==> src/rtl/gyro_spi_reader.sv <==
// SPI mode-3 controller for an MPU-style IMU: one power-management write after reset,
// then a 6-byte gyro burst read on every sample tick, published as signed gx/gy/gz.
module gyro_spi_reader #(
    parameter int         CLK_DIV       = 50,
    parameter int         SAMPLE_PERIOD = 100000,
    parameter logic [7:0] INIT_ADDR     = 8'h6B,
    parameter logic [7:0] INIT_DATA     = 8'h00,
    parameter logic [7:0] GYRO_ADDR     = 8'h43
) (
    input  logic               clk_100mhz,
    input  logic               rst_in,
    input  logic               enable,
    input  logic               cipo,
    output logic               copi,
    output logic               sclk,
    output logic               cs_n,
    output logic signed [15:0] gx,
    output logic signed [15:0] gy,
    output logic signed [15:0] gz,
    output logic               valid,
    output logic               init_done,
    output logic               overrun
);
    localparam int DIV_W = $clog2(CLK_DIV);
    localparam int CNT_W = $clog2(SAMPLE_PERIOD);

    localparam logic [2:0] S_INIT_START = 3'd0;
    localparam logic [2:0] S_XFER       = 3'd1;
    localparam logic [2:0] S_GAP        = 3'd2;
    localparam logic [2:0] S_WAIT_TICK  = 3'd3;
    localparam logic [2:0] S_PUBLISH    = 3'd4;

    localparam logic [7:0] INIT_CMD = INIT_ADDR & 8'h7F;
    localparam logic [7:0] READ_CMD = 8'h80 | GYRO_ADDR;

    // Half-period index: 0 = lead-in, 1..16*nbytes = sclk low/high halves, last = tail.
    localparam logic [6:0] INIT_LAST_HALF = 7'd33;
    localparam logic [6:0] READ_LAST_HALF = 7'd113;

    localparam logic [DIV_W-1:0] DIV_LAST = DIV_W'(CLK_DIV - 1);
    localparam logic [CNT_W-1:0] CNT_LAST = CNT_W'(SAMPLE_PERIOD - 1);

    logic [2:0]        state_reg;
    logic [DIV_W-1:0]  div_reg;
    logic [6:0]        half_reg;
    logic              is_read_reg;
    logic [54:0]       tx_reg;
    logic [47:0]       rx_reg;
    logic              cs_n_reg;
    logic              sclk_reg;
    logic              copi_reg;
    logic signed [15:0] gx_reg;
    logic signed [15:0] gy_reg;
    logic signed [15:0] gz_reg;
    logic              valid_reg;
    logic              init_done_reg;
    logic              overrun_reg;
    logic [CNT_W-1:0]  sample_cnt_reg;

    logic [6:0] half_next;
    logic [6:0] last_half;
    logic       tick;

    assign half_next = half_reg + 7'd1;
    assign last_half = is_read_reg ? READ_LAST_HALF : INIT_LAST_HALF;
    assign tick      = init_done_reg && (sample_cnt_reg == CNT_LAST);

    always_ff @(posedge clk_100mhz or posedge rst_in) begin
        if (rst_in) begin
            state_reg      <= S_INIT_START;
            div_reg        <= '0;
            half_reg       <= '0;
            is_read_reg    <= 1'b0;
            tx_reg         <= '0;
            rx_reg         <= '0;
            cs_n_reg       <= 1'b1;
            sclk_reg       <= 1'b1;
            copi_reg       <= 1'b0;
            gx_reg         <= '0;
            gy_reg         <= '0;
            gz_reg         <= '0;
            valid_reg      <= 1'b0;
            init_done_reg  <= 1'b0;
            overrun_reg    <= 1'b0;
            sample_cnt_reg <= '0;
        end else begin
            valid_reg <= 1'b0;
            if (init_done_reg)
                sample_cnt_reg <= tick ? '0 : sample_cnt_reg + CNT_W'(1);
            if (tick && state_reg != S_WAIT_TICK)
                overrun_reg <= 1'b1;

            case (state_reg)
                S_INIT_START: begin
                    tx_reg      <= {INIT_CMD[6:0], INIT_DATA, 40'd0};
                    copi_reg    <= INIT_CMD[7];
                    is_read_reg <= 1'b0;
                    cs_n_reg    <= 1'b0;
                    div_reg     <= '0;
                    half_reg    <= '0;
                    state_reg   <= S_XFER;
                end
                S_WAIT_TICK: begin
                    if (tick && enable) begin
                        tx_reg      <= {READ_CMD[6:0], 48'd0};
                        copi_reg    <= READ_CMD[7];
                        is_read_reg <= 1'b1;
                        cs_n_reg    <= 1'b0;
                        div_reg     <= '0;
                        half_reg    <= '0;
                        state_reg   <= S_XFER;
                    end
                end
                S_XFER: begin
                    if (div_reg == DIV_LAST) begin
                        div_reg  <= '0;
                        half_reg <= half_next;
                        if (half_reg == last_half) begin
                            cs_n_reg  <= 1'b1;
                            copi_reg  <= 1'b0;
                            state_reg <= is_read_reg ? S_PUBLISH : S_GAP;
                        end else if (half_next == last_half) begin
                            sclk_reg <= 1'b1;
                        end else if (half_next[0]) begin
                            // Bit 7 of byte 0 is already on copi from cs_n fall; later bits shift on each fall.
                            sclk_reg <= 1'b0;
                            if (half_reg != 7'd0) begin
                                copi_reg <= tx_reg[54];
                                tx_reg   <= {tx_reg[53:0], 1'b0};
                            end
                        end else begin
                            sclk_reg <= 1'b1;
                            rx_reg   <= {rx_reg[46:0], cipo};
                        end
                    end else begin
                        div_reg <= div_reg + DIV_W'(1);
                    end
                end
                S_PUBLISH: begin
                    gx_reg    <= rx_reg[47:32];
                    gy_reg    <= rx_reg[31:16];
                    gz_reg    <= rx_reg[15:0];
                    valid_reg <= 1'b1;
                    div_reg   <= '0;
                    state_reg <= S_GAP;
                end
                S_GAP: begin
                    if (div_reg == DIV_LAST) begin
                        div_reg <= '0;
                        if (!is_read_reg)
                            init_done_reg <= 1'b1;
                        state_reg <= S_WAIT_TICK;
                    end else begin
                        div_reg <= div_reg + DIV_W'(1);
                    end
                end
                default: state_reg <= S_INIT_START;
            endcase
        end
    end

    assign copi      = copi_reg;
    assign sclk      = sclk_reg;
    assign cs_n      = cs_n_reg;
    assign gx        = gx_reg;
    assign gy        = gy_reg;
    assign gz        = gz_reg;
    assign valid     = valid_reg;
    assign init_done = init_done_reg;
    assign overrun   = overrun_reg;
endmodule
==> config.mk <==
export PLATFORM = sky130hd
export DESIGN_NAME = gyro_spi_reader
export DESIGN_NICKNAME = d
export VERILOG_FILES = /design/src/rtl/gyro_spi_reader.sv
export SDC_FILE = /design/constraint.sdc
export NUM_CORES = 1
export LEC_CHECK = 0
export ABC_AREA = 1
export CORE_MARGIN = 2
export CORE_UTILIZATION = 57
export DETAILED_ROUTE_END_ITERATION = 6
export GPL_ROUTABILITY_DRIVEN = 0
export PLACE_DENSITY = 0.86
export SLEW_MARGIN = 30
export SYNTH_ARGS = -nofsm -noshare
export SYNTH_HDL_FRONTEND = slang
export SYNTH_SLANG_ARGS = --single-unit
==> constraint.sdc <==
create_clock -name clk_100mhz -period 5.4 [get_ports clk_100mhz]
set_input_delay 0.81 -clock clk_100mhz [delete_from_list [all_inputs] [get_ports clk_100mhz]]
set_output_delay 0.81 -clock clk_100mhz [all_outputs]
set_load 0.02 [all_outputs]
After elaboration in Yosys (flattened, before gate mapping):

Index checks and enable logic that the tools add are counted.

* order comparisons: 0
* divide/modulo/power cells: 0
* bitwise gates (word level): 4
* shift operators: 0
* multiplexer cells: 36
* reduce and logical (&&, ||, !) cells: 20
* equality and inequality tests: 20
* multiply operators: 0
* $add $sub $neg: 3

Operator list (count)
* 55-bit two-way mux: 6
* 55-bit case mux with 3 select lines: 1
* 7-bit two-way mux: 3
* 7-bit case mux with 3 select lines: 1
* 6-bit case mux with 3 select lines: 1
* 17-bit by 1-bit adder with 17-bit output, second input constant: 1
* 17-bit == test, second input constant: 1
* 17-bit two-way mux: 1
* 2-bit != test, second input constant: 8
* 3-bit two-way mux: 5
* 3-bit case mux with 5 select lines: 1
* 7-bit == test: 2
* 1-bit two-way mux: 12
* 6-bit two-way mux: 2
* 3-bit != test, second input constant: 3
* 3-bit AND reduction: 3
* 4-bit AND reduction: 2
* 7-bit by 1-bit adder with 7-bit output, second input constant: 1
* 7-bit AND reduction: 1
* 7-bit nonzero test: 1
* 6-bit by 1-bit adder with 6-bit output, second input constant: 1
* 3-bit by 2-bit == test with 1-bit output, second input constant: 2
* 6-bit == test, second input constant: 1
* 1-bit case mux with 3 select lines: 2
* 13 further kinds: 21

* word-level logic and storage cells: 99
* input port bits: 4
* register bits: 191
* output and inout bits: 54
* memories: 0
* latch bits: 0
* memory bits (writable): 0
* bits in read-only memories: 0

Depth between registers and ports, before layout:

Gate-level depths: netlist (run 1).

* word-level depth: 7
* gate-level depth with buffers: 13
* depth with buffers taken out: 13

Worst setup path before layout (run 1):

No wires, ideal clock.

* path kind: reg2reg
* from: register half_reg[0]
* to: register rx_reg[10]
* required time: 5277 ps
* arrival: 1731 ps
* library setup time: 123 ps
* setup slack: 3546 ps
* period minus slack after synthesis: 1854 ps
* path buffers: 2
* stages on the path, launching flop included: 13
* cell sequence: dfrtp_1 ha_1 nand3_1 o21ai_0 nand2_1 nand2_1 nand2_1 nand2_2 nand3_4 buf_6 buf_6 nand2_2 o21ai_2

* longest elaborated chain between the ends: 4
* elaborated cells on any way between the ends: 7
* those cells by class: 1 x add/sub; 2 x eq/ne; 3 x bitwise; 1 x reduce/logical

Ends and longest elaborated chain
* start, declared: line 45 `logic [6:0] half_reg;`
* start signal, assigned: line 117 `half_reg <= half_next;`
* 7-bit by 1-bit adder with 7-bit output: line 64 `assign half_next = half_reg + 7'd1;`
* 7-bit == test: line 122 `end else if (half_next == last_half) begin`
* 1-bit inverter (no line)
* 5-bit AND reduction (no line) (*)
* end signal, assigned: line 133 `rx_reg <= {rx_reg[46:0], cipo};`
* end, declared: line 48 `logic [47:0] rx_reg;`

Mark *: on every way between the ends. The rest lies on a longest branch, timed or not.
A chain may end at the register's enable or synchronous reset.

Final worst setup path (run 1):

* from: register half_reg[0]
* to: register rx_reg[17]

Same word-level chain as after synthesis.

==> impl_metrics.env, run 1 <==
export IMPL_status="finished clean"
export IMPL_synth_nets=709
export IMPL_dp_slack_ns=2.45
export IMPL_cts_sinks=143
export IMPL_worstSkewPairLatency_ns=0.42
export IMPL_dieArea_um2=12200
export IMPL_largest_reg_flops=48
export IMPL_core_area_um2=10900
export IMPL_drive_above_1_share=0.177
export IMPL_path_max_fanout=60
export IMPL_hold_depth=2
export IMPL_grt_total_usage=0.226
export IMPL_grt_setup_unrepaired="no"
export IMPL_postCtsSetupRepairBufs=0
export IMPL_synth_top_area_cell="dfrtp_1"
export IMPL_synth_top_area_frac=0.546
export IMPL_p_total_mw=2.25
export IMPL_io_pins=58
export IMPL_synth_avg_cell_area_um2=9.25
export IMPL_fin_tns_setup_ns=0
export IMPL_syn_inst=699
export IMPL_clkTransAtPathRegs_ns=0.06
export IMPL_setup_violations_final=0
export IMPL_port_buffers=57
export IMPL_period_needed_ns=3.11
export IMPL_post_drt_wl_per_cell_um=14.4
export IMPL_grt_max_degree=109
export IMPL_cts_root_buf="clkbuf_16"
export IMPL_gr_total_overflow=0
export IMPL_finalWorstSetupSlack_ns=2.29
export IMPL_ir_drop_uv=252
export IMPL_wl_mm=13.1
export IMPL_setup_worst_path_start_class="flip-flop"
export IMPL_synth_seq_cells=143
export IMPL_yosysSeqAreaShare=0.554
export IMPL_leakage_nw=3.34
export IMPL_period_share=0.576
export IMPL_slew_viol_final=0
export IMPL_drtIter0Drc=343
export IMPL_crit_required_ns=5.66
export IMPL_synthTopCellsByArea="dfrtp_1 55%, nand2_1 7.7%, o21ai_0 5.4%"
export IMPL_die_h_um=110
export IMPL_syn_area_um2=6460
export IMPL_fin_nets=764
export IMPL_power_density_nw_per_um2=292
export IMPL_cts_tree="built"
export IMPL_first_pass_iters=5
export IMPL_fillers=811
export IMPL_hold_viol=0
export IMPL_async_flop_share=1.00
export IMPL_antenna_cells=0
export IMPL_vias=4929
export IMPL_cts_max_level=4
export IMPL_synth_edf_count=0
export IMPL_grt_pass1_vias=4915
export IMPL_cts_made_buffers=17
export IMPL_die_x_um=110
export IMPL_grt_pass1_wl_mm=22.6
export IMPL_cts_resized=0
export IMPL_max_freq_mhz=321
export IMPL_r2r_cells=11
export IMPL_place_hpwl_mm=8.33
export IMPL_crit_type="flip-flop to flip-flop"
export IMPL_synth_cell_types=38
export IMPL_initial_core_util=0.591
export IMPL_arrival_ns=3.37
export IMPL_ctsHoldBuffers=0
export IMPL_vias_per_cell=5.43
export IMPL_drtAntennaViolNets=0
export IMPL_clk_path_buf_depth=2
export IMPL_min_path_type="flip-flop to flip-flop"
export IMPL_drc=0
export IMPL_yosys_warnings=0
export IMPL_antenna_found_initial=0
export IMPL_row_count=38
export IMPL_cap_viol_max_count=0
export IMPL_fin_skew_ns=0.00920
export IMPL_end_kind="flip-flop"
export IMPL_tightest_slew_ns=0.791
export IMPL_synthToLayoutAreaGrowth_pct=18.8
export IMPL_relSlewSlack=0.472
export IMPL_synth_top_flop_cell="dfrtp_1"
cell families (layout without fill, tap and decap cells):
logic type,count (synthesis),in the layout,share of synthesized area
AOI/OAI and AO/OA,131,131,0.130
xor gates and xnor gates,12,12,0.0163
adders and majority gates,6,6,0.0116
buffers and inverters,119,187,0.0774
DFF,143,143,0.554
and+or+nand+nor,288,288,0.210
per-stage QoR:
step / utilization / area, um2 / hold slack [ns] / instances
finish: 0.702 / 7680 / 0.469 / 907
global route: 0.702 / 7680 / 0.500 / 907
CTS: 0.702 / 7670 / 0.473 / 907
detailed placement: 0.649 / 7090 / 0.459 / 875
global placement: 0.649 / 7090 / 0.446 / 875
floorplan: - / 6460 / 0.434 / 699
placed cells by master, fill, tap and decap left out, drive strengths merged, types with 3 or more instances in the layout:
cell type	synthesis	layout
ha	6	6
o21ai	110	110
nor3	8	8
o22ai	5	5
inv	94	97
buf	17	3
nor2	31	31
xnor2	3	3
clkinv	1	6
clkbuf	7	20
nand4	17	17
clkdlybuf4s50	0	57
nand3	47	47
dfrtp	141	141
xor2	9	9
or2	4	4
a21oi	9	9
nand2	178	178
metal layers:
layer,part of all wire,vias up,global-route usage
met3,0.040,32,0.0571
met1,0.41,2402,0.275
met5,0,-,0
met4,0.025,0,0.0875
met2,0.52,124,0.386
li1,-,2371,-
path summary, 6_finish.rpt:
path,startpoint,endpoint,slack [ns]
min in group asynchronous,rst_in,sample_cnt_reg[16]$_DFFE_PP0P_,0.91
max reg2reg,half_reg[0]$_DFFE_PP0P_,rx_reg[17]$_DFFE_PP0P_,2.29
min reg2reg,copi$_DFFE_PP0P_,copi$_DFFE_PP0P_,0.47
min,copi$_DFFE_PP0P_,copi$_DFFE_PP0P_,0.47
max in group asynchronous,rst_in,rx_reg[29]$_DFFE_PP0P_,3.59
max,half_reg[0]$_DFFE_PP0P_,rx_reg[17]$_DFFE_PP0P_,2.29
final cells by class:
| type | count | area, um2 | area share |
|---|---|---|---|
| clock inverters | 12 | 134 | 0.0174 |
| inverters | 95 | 365 | 0.0476 |
| well taps | 140 | 175 | 0.0228 |
| multi-input cells | 437 | 2380 | 0.310 |
| flip-flops and latches | 143 | 3580 | 0.466 |
| clock buffers | 20 | 447 | 0.0582 |
| repair buffers | 60 | 593 | 0.0772 |
Yosys cell counts (2+ instances only):
cell type / number
o22ai_1: 5
nand3_1: 46
o21ai_0: 70
clkbuf_1: 7
buf_4: 2
o21ai_2: 40
nand2_2: 44
nor3_1: 7
o21bai_1: 2
buf_2: 6
buf_6: 5
nor4_1: 2
inv_2: 4
buf_1: 4
dfrtp_1: 141
o21a_1: 2
nor2_1: 30
ha_1: 6
dfstp_2: 2
xor2_1: 9
a21oi_1: 8
xnor2_1: 3
inv_1: 90
nand2_1: 133
nand4_1: 16
or2_2: 3
critical path: stages, from the launching register on:
cell and delay [ns]:
dfrtp_1 0.50, ha_1 0.31, nand3_1 0.19, nand2_1 0.10, nand2_1 0.05, nor2_1 0.12
nand2_1 0.07, nand2_1 0.08, nand2_2 0.09, nand3_4 0.42, buf_4 0.75, o21ai_0 0.21
power by group:
part / total, mW / switching [mW] / internal, mW
Sequential: 1.07 / 0.0000782 / 1.07
Combinational: 0.0237 / 0.0208 / 0.00286
Clock: 1.15 / 0.455 / 0.695
(Power assumes the default switching activity.)
==> run 2, diff against run 1 <==
==> constraint.sdc (replaced) <==
create_clock -name clk_100mhz -period 3.2 [get_ports clk_100mhz]
set_input_delay 0.48 -clock clk_100mhz [delete_from_list [all_inputs] [get_ports clk_100mhz]]
set_output_delay 0.48 -clock clk_100mhz [all_outputs]
set_load 0.02 [all_outputs]
==> run 2 against run 1 <==
Via count is 0.55% lower. Clock-buffer cell count grew 1. Register-to-register slack worse by 1.8 ns. Largest cell class unchanged.
==> impl_metrics.env, run 2 (same netlist as run 1, synthesis figures left out) <==
export IMPL_cap_viol_max_count=0
export IMPL_crit_required_ns=3.50
export IMPL_drtAntennaViolNets=0
export IMPL_dieArea_um2=12200
export IMPL_p_switching_uw=801
export IMPL_clkTransAtPathRegs_ns=0.06
export IMPL_cpPeakStageDelay_ns=0.51
export IMPL_first_pass_iters=5
export IMPL_fin_skew_ns=0.00927
export IMPL_fin_nets=770
export IMPL_stdcell_area_um2=7760
export IMPL_layout_commonest_cell="dfrtp_1"
export IMPL_postCtsSetupRepairBufs=0
export IMPL_post_drt_wl_per_cell_um=14.7
export IMPL_p_seq_frac=0.474
export IMPL_power_switching_share=0.210
export IMPL_slowest_stage="nand3_4"
export IMPL_status="finished clean"
export IMPL_p_int_mw=3.01
export IMPL_clk_path_buf_depth=2
export IMPL_path_max_fanout=43
export IMPL_ir_drop_uv=312
export IMPL_slew_viol_final=0
export IMPL_ctsHoldBuffers=0
export IMPL_power_share_clock=0.514
export IMPL_die_x_um=110
export IMPL_max_freq_mhz=363
export IMPL_drtIter0Drc=401
export IMPL_wl_mm=13.4
export IMPL_period_share=0.861
export IMPL_port_buffers=57
export IMPL_power_density_nw_per_um2=492
export IMPL_antenna_cells=0
export IMPL_grt_total_usage=0.230
export IMPL_end_kind="flip-flop"
export IMPL_worstPathCellList="ha_1 -> nand3_1 -> o21ai_0 -> nand2_1 -> nand2_1 -> nand2_1 -> nand2_2 -> nand3_4 -> buf_4 -> nand2_2 -> o21ai_2"
export IMPL_die_h_um=110
export IMPL_cts_sinks=143
export IMPL_drive_above_1_share=0.184
export IMPL_grt_max_degree=91
export IMPL_r2r_end="rx_reg[40]$_DFFE_PP0P_"
export IMPL_cts_tree="built"
export IMPL_min_path_type="input port to async pin"
export IMPL_placed_cell_area_um2=7170
export IMPL_grt_setup_unrepaired="no"
export IMPL_place_hpwl_mm=8.75
export IMPL_vias_per_cell=5.37
export IMPL_largest_reg_flops=48
export IMPL_crit_type="flip-flop to flip-flop"
export IMPL_worstSkewPairLatency_ns=0.42
export IMPL_dp_slack_ns=0.452
export IMPL_setup_violations_final=0
export IMPL_fin_tns_setup_ns=0
export IMPL_grt_pass1_wl_mm=22.8
export IMPL_leakage_nw=3.37
export IMPL_reg2reg_from="half_reg[0]$_DFFE_PP0P_"
export IMPL_cts_root_buf="clkbuf_16"
export IMPL_period_needed_ns=2.75
export IMPL_antenna_found_initial=0
export IMPL_worst_path_most_repeated_cell="nand2_1"
export IMPL_cts_max_level=4
export IMPL_hold_viol=0
export IMPL_grt_pass1_vias=4996
export IMPL_core_area_um2=10900
export IMPL_r2r_cells=11
export IMPL_synthToLayoutAreaGrowth_pct=20.0
export IMPL_final_cell_mix="141 x dfrtp_1, 133 x nand2_1, 88 x inv_1"
export IMPL_r2r_setup_slack_ns=0.45
export IMPL_row_count=38
export IMPL_hold_ws_ns=0.440
export IMPL_setup_worst_path_start_class="flip-flop"
export IMPL_p_comb_frac=0.012
export IMPL_cts_made_buffers=17
export IMPL_drc=0
export IMPL_finalWorstSetupSlack_ns=0.446
export IMPL_arrival_ns=3.06
export IMPL_initial_core_util=0.591
export IMPL_io_pins=58
export IMPL_relSlewSlack=0.519
export IMPL_vias=4902
export IMPL_cts_resized=0
export IMPL_gr_total_overflow=0
export IMPL_tightest_slew_ns=0.721
## run 2: changes by cell type in the layout (fill, tap and decap cells not counted)
cell,previous run,this run
buf_12,0,2
buf_4,3,7
clkbuf_8,1,2
clkinv_2,4,2
clkinvlp_4,2,4
inv_2,5,4
inv_4,0,1
inv_8,1,0
## run 2: cell type report
type | instances | area [um2]
tap | 140 | 175
clock inverter | 11 | 131
clock buffer | 21 | 460
multi-input combinational | 437 | 2380
sequential | 143 | 3580
fill | 775 | 3180
inverter | 95 | 364
timing repair buffer | 66 | 663
## run 2: worst max-delay path by stage
stage | start | to | depth (start not counted)
6_report | half_reg[0]$_DFFE_PP0P_ | rx_reg[40]$_DFFE_PP0P_ | 11
2_1_floorplan | rst_in | copi$_DFFE_PP0P_ | 1
3_5_place_dp | half_reg[0]$_DFFE_PP0P_ | rx_reg[36]$_DFFE_PP0P_ | 11
5_1_grt | half_reg[0]$_DFFE_PP0P_ | rx_reg[40]$_DFFE_PP0P_ | 11
3_3_place_gp | half_reg[0]$_DFFE_PP0P_ | rx_reg[40]$_DFFE_PP0P_ | 11
4_1_cts | half_reg[0]$_DFFE_PP0P_ | rx_reg[40]$_DFFE_PP0P_ | 11
## run 2: stage by stage
step / total power, mW / util / std cells
2_1_floorplan: 1.87 / - / 699
3_3_place_gp: 1.89 / 0.655 / 881
3_5_place_dp: 1.89 / 0.655 / 881
4_1_cts: 3.84 / 0.709 / 913
5_1_grt: 3.95 / 0.709 / 913
6_report: 3.82 / 0.709 / 913
## run 2: power by group through the flow
| stage | clock [mW] | sequential [mW] | combinational [mW] |
|---|---|---|---|
| after detailed placement | 0 | 1.84 | 0.0480 |
| after floorplan | 0 | 1.84 | 0.0274 |
| after CTS | 1.98 | 1.81 | 0.0481 |
| after global routing | 2.09 | 1.81 | 0.0537 |
| final | 1.96 | 1.81 | 0.0451 |
| after global placement | 0 | 1.84 | 0.0463 |
## run 2: critical path: cells and delay by family, from the launching register on
kind,cells,cell delay [ns]
AO/OA/AOI/OAI,2,0.29
adder cells (fa/ha/maj),1,0.30
buffers and inverters,1,0.45
flip-flops,1,0.48
AND/OR/NAND/NOR,7,1.08
## run 2: layer usage
metal,vias to the layer above,GRT usage,part of all wire
met2,107,0.382,0.51
met1,2386,0.287,0.42
met5,-,0,0
met4,0,0.0992,0.025
met3,31,0.0576,0.038
li1,2378,-,-
